`config.mk`:
```
export PLATFORM = sky130hd
export DESIGN_NAME = sync_event_fifo
export DESIGN_NICKNAME = d
export VERILOG_FILES = /design/src/rtl/sync_event_fifo.sv
export SDC_FILE = /design/constraint.sdc
export NUM_CORES = 1
export LEC_CHECK = 0
export ABC_AREA = 1
export BUFFER_PORTS_ARGS = -buffer_cell sky130_fd_sc_hd__buf_2
export CORE_ASPECT_RATIO = 1.25
export CORE_MARGIN = 2
export CORE_UTILIZATION = 40
export CTS_CLUSTER_DIAMETER = 80
export DETAILED_ROUTE_END_ITERATION = 16
export PLACE_DENSITY_LB_ADDON = 0.25
export SKIP_LAST_GASP = 1
export SLEW_MARGIN = 40
export SYNTH_ARGS = -nofsm -noshare
export SYNTH_HDL_FRONTEND = slang
export SYNTH_SLANG_ARGS = --single-unit
```
`constraint.sdc`:
```
create_clock -name clk -period 3.2 [get_ports clk]
set_input_delay 0.32 -clock clk [delete_from_list [all_inputs] [get_ports clk]]
set_output_delay 0.32 -clock clk [all_outputs]
set_load 0.02 [all_outputs]
```
`src/rtl/sync_event_fifo.sv`:
```
`default_nettype none
// +----------------------------------------------------------------------------+
// | sync_event_fifo                                                            |
// | Rising-edge event capture behind a CDC synchronizer, buffered in a small   |
// | FIFO with valid/ready output, fill level and overflow/drop accounting.     |
// | Revision: 1.0                                                              |
// +----------------------------------------------------------------------------+
module sync_event_fifo #(
    parameter int WIDTH = 8,
    parameter int DEPTH = 4,
    parameter int CNT_W = 8
) (
    input  logic                     clk,
    input  logic                     rst_n,
    input  logic [WIDTH-1:0]         sync_data,
    input  logic                     sync_valid,
    input  logic                     clr_overflow,
    output logic [WIDTH-1:0]         m_data,
    output logic                     m_valid,
    input  logic                     m_ready,
    output logic [$clog2(DEPTH):0]   level,
    output logic                     overflow,
    output logic [CNT_W-1:0]         drop_count
);

    localparam int c_ADDR_W = $clog2(DEPTH);
    localparam int c_PTR_W  = c_ADDR_W + 1;

    logic                   r_valid_q;
    logic [c_PTR_W-1:0]     r_wr_ptr;
    logic [c_PTR_W-1:0]     r_rd_ptr;
    logic [WIDTH-1:0]       r_mem [DEPTH];
    logic                   r_overflow;
    logic [CNT_W-1:0]       r_drop_cnt;

    logic                   w_edge;
    logic                   w_full;
    logic                   w_empty;
    logic                   w_pop;
    logic                   w_push;
    logic                   w_drop;
    logic                   w_cnt_sat;

    assign w_edge    = sync_valid && !r_valid_q;
    assign w_empty   = (r_wr_ptr == r_rd_ptr);
    assign w_full    = (r_wr_ptr[c_PTR_W-1] != r_rd_ptr[c_PTR_W-1]) &&
                       (r_wr_ptr[c_ADDR_W-1:0] == r_rd_ptr[c_ADDR_W-1:0]);
    assign w_pop     = !w_empty && m_ready;
    // A pop in the same cycle frees the slot, so a full FIFO can still accept.
    assign w_push    = w_edge && (!w_full || w_pop);
    assign w_drop    = w_edge && w_full && !w_pop;
    assign w_cnt_sat = &r_drop_cnt;

    always_ff @(posedge clk or negedge rst_n) begin
        if (!rst_n) begin
            r_valid_q <= 1'b0;
            r_wr_ptr  <= '0;
            r_rd_ptr  <= '0;
        end else begin
            r_valid_q <= sync_valid;
            if (w_push) begin
                r_wr_ptr <= r_wr_ptr + 1'b1;
            end
            if (w_pop) begin
                r_rd_ptr <= r_rd_ptr + 1'b1;
            end
        end
    end

    always_ff @(posedge clk) begin
        if (w_push) begin
            r_mem[r_wr_ptr[c_ADDR_W-1:0]] <= sync_data;
        end
    end

    // A drop coinciding with a clear restarts the count at one.
    always_ff @(posedge clk or negedge rst_n) begin
        if (!rst_n) begin
            r_overflow <= 1'b0;
            r_drop_cnt <= '0;
        end else if (w_drop) begin
            r_overflow <= 1'b1;
            if (clr_overflow) begin
                r_drop_cnt <= {{(CNT_W-1){1'b0}}, 1'b1};
            end else if (!w_cnt_sat) begin
                r_drop_cnt <= r_drop_cnt + 1'b1;
            end
        end else if (clr_overflow) begin
            r_overflow <= 1'b0;
            r_drop_cnt <= '0;
        end
    end

    // Gating with the empty flag keeps m_data at zero out of reset without
    // needing reset on the storage array.
    assign m_valid    = !w_empty;
    assign m_data     = w_empty ? '0 : r_mem[r_rd_ptr[c_ADDR_W-1:0]];
    assign level      = r_wr_ptr - r_rd_ptr;
    assign overflow   = r_overflow;
    assign drop_count = r_drop_cnt;

endmodule
`default_nettype wire

```
==> flow_summary.yaml <==
placed_design:
  dp_hpwl_um: 3360
  port_buffers: 33
  place_congestion: 0.778
sta:
  rsz0062_at_grt: "no"
  fin_crit_ns: 2.59
  worst-slew-pin-transition_ns: 0.681
  clock_skew_ns: 0.00250
  setup_viol_count_final: 0
  period_share: 0.808
  hold_viol_final: 0
  max_freq_mhz: 387
  relSlewSlack: 0.544
  slew_violations: 0
  setup_tns_ns: 0
  holdWs_ns: 0.140
die:
  core_sq_um: 5480
  die_area_sq_um: 6330
  rows: 30
  die_x_um: 71.6
  die_y_um: 88.5
  start_util: 0.417
  ios: 34
clock_tree:
  max-clock-path-buffers: 2
  cts_buffers: 5
  cts_tree: "built"
  post-cts-setup-buffers: 0
  ctsResizeCount: 0
  postCtsHoldBufs: 1
  clk_pin_slew_ns: 0.09
  clock_sinks: 48
  h-tree-depth: 2
  clock_latency_ns: 0.30
  cts_root_buffer: "clkbuf_8"
job:
  cap_violations: 0
detailed_routing:
  vias: 1595
  drc: 0
  wirelength_um: 4670
  ant_nets: 0
  initialDrtViolationCount: 34
  via_per_inst: 4.95
  wl_per_cell_um: 14.5
  dr.pass1.iters: 4
setup_path:
  worstPathRequired_ns: 2.88
  cp-end-kind: "primary output"
  cp_max_fo: 11
  criticalPathCategory: "flop to primary output"
  startpoint_type: "flop"
  critical_path_arrival_ns: 2.27
global_route:
  antenna_found_initial: 0
  busiest_layer: "met2"
  grt_overflow: 0
  grt_pass1_vias: 1560
  grt_pass1_wl_um: 7620
  met2_usage: 0.281
  grt_usage: 0.162
  use_met3: 0.0399
  grt_util_met1: 0.187
  grt_max_degree: 20
finish:
  num-nets-final: 279
  antennaDiodeCount: 0
  synthToLayoutAreaGrowth_pct: 14.2
  fillerInstances: 527
  drive_gt1_frac: 0.221
  fin_util: 0.476
pwr:
  p_per_area_nw_per_um2: 858
  ir_drop_mv: 0.381
  leakage_nw: 1.15
  power.total_w: 0.00224
synth:
  ys_seq_elements: 48
  synth_cells: 219
  syn-num-nets: 241
  ys_seq_area_frac: 0.596
  synth_area_sq_um: 2280
  avgSynthCellArea_sq_um: 10.4
  ys_warn_count: 0
  ys_types: 24
min_path:
  hold_path_class: "input port to flop"
status:
  status: "finished clean"
==> state kept, by name, indices dropped and copies added (netlist names) <==
signal      cells
r_rd_ptr        3
drop_count      8
r_valid_q       1
overflow        1
r_mem          32
r_wr_ptr        3
==> per-layer routing <==
layer / routed length (um) / vias to the layer above / part of all wire
met2: 2360 / 40 / 0.50
met4: 153 / 0 / 0.033
li1: - / 798 / -
met1: 1940 / 745 / 0.42
met3: 220 / 12 / 0.047
met5: 0 / - / 0
==> logic make-up after synthesis <==
group | after synthesis | synth area share
AOI/OAI and AO/OA | 29 | 0.0658
xor gates and xnor gates | 6 | 0.0230
DFF | 48 | 0.596
buffers and inverters | 27 | 0.0488
adders and majority gates | 9 | 0.0526
and+or+nand+nor | 100 | 0.214
==> power by group <==
part           internal, W  switching [W]  total, W
clock network     0.000151       0.000207  0.000358
logic             0.000339       0.000725   0.00106
registers         0.000756      0.0000605  0.000816
total              0.00125       0.000992   0.00224
==> synth_stat cells, drive strengths merged <==
cell type / count / share of area
xor2: 6 / 0.023
o21bai: 1 / 0.0033
nor3: 2 / 0.0044
fa: 1 / 0.0088
o21ai: 16 / 0.035
nand3b: 1 / 0.0033
nand3: 13 / 0.036
ha: 8 / 0.044
nor2: 53 / 0.10
nand4: 2 / 0.0055
dfrtp: 16 / 0.18
edfxtp: 32 / 0.42
nand2: 29 / 0.064
o211ai: 1 / 0.0033
buf: 4 / 0.011
a21oi: 11 / 0.024
inv: 23 / 0.038
==> path summary, 6_finish.rpt <==
| path | start | end | slack (ns) | depth (start not counted) |
|---|---|---|---|---|
| max | r_rd_ptr[1]$_DFFE_PN0P_ | m_data[1] | 0.61 | 8 |
| min | sync_valid | r_valid_q$_DFF_PN0_ | 0.14 | 1 |
| max reg2reg | r_rd_ptr[1]$_DFFE_PN0P_ | r_mem[0][1]$_DFFE_PP_ | 0.88 | 7 |
| max in group asynchronous | rst_n | r_rd_ptr[0]$_DFFE_PN0P_ | 2.48 | 2 |
| min in group asynchronous | rst_n | drop_count[1]$_DFFE_PN0P_ | 0.46 | 2 |
| min reg2reg | overflow$_DFFE_PN0P_ | overflow$_DFFE_PN0P_ | 0.50 | 2 |
==> placed cells by master, fill, tap and decap left out, types with 3 or more instances in the layout <==
| cell type | n |
|---|---|
| nor2_1 | 49 |
| buf_2 | 33 |
| edfxtp_1 | 32 |
| nand2_1 | 22 |
| inv_1 | 20 |
| o21ai_0 | 16 |
| dfrtp_1 | 16 |
| a21oi_1 | 11 |
| nand3_1 | 11 |
| ha_1 | 8 |
| xor2_1 | 6 |
| clkbuf_8 | 5 |
| nand2_4 | 4 |
| nor2_4 | 4 |
| nand2_2 | 3 |
| inv_2 | 3 |
==> stage by stage <==
step / setup slack [ns] / instances / instance area, sq um
after floorplan: 1.15 / 219 / 2280
after global placement: 0.916 / 313 / 2510
after detailed placement: 0.878 / 313 / 2510
after CTS: 0.617 / 322 / 2610
after global routing: 0.427 / 322 / 2610
final: 0.614 / 322 / 2610
==> cell type report <==
| type | count | area [sq um] | share of cell area |
|---|---|---|---|
| Sequential cell | 48 | 1360 | 0.522 |
| Multi-Input combinational cell | 144 | 811 | 0.311 |
| Timing Repair Buffer | 35 | 183 | 0.0700 |
| Inverter | 23 | 86.3 | 0.0331 |
| Tap cell | 64 | 80.1 | 0.0307 |
| Clock buffer | 5 | 68.8 | 0.0264 |
| Clock inverter | 3 | 18.8 | 0.00719 |
==> critical path: stages, from the launching register on <==
cell and delay (ns):
dfrtp_1 0.61, inv_2 0.18, ha_1 0.31, nand2_1 0.12, inv_1 0.07, nand2_2 0.09
inv_1 0.17, a21oi_1 0.22, buf_2 0.20
Note: power is estimated with default switching activity, not from simulation.
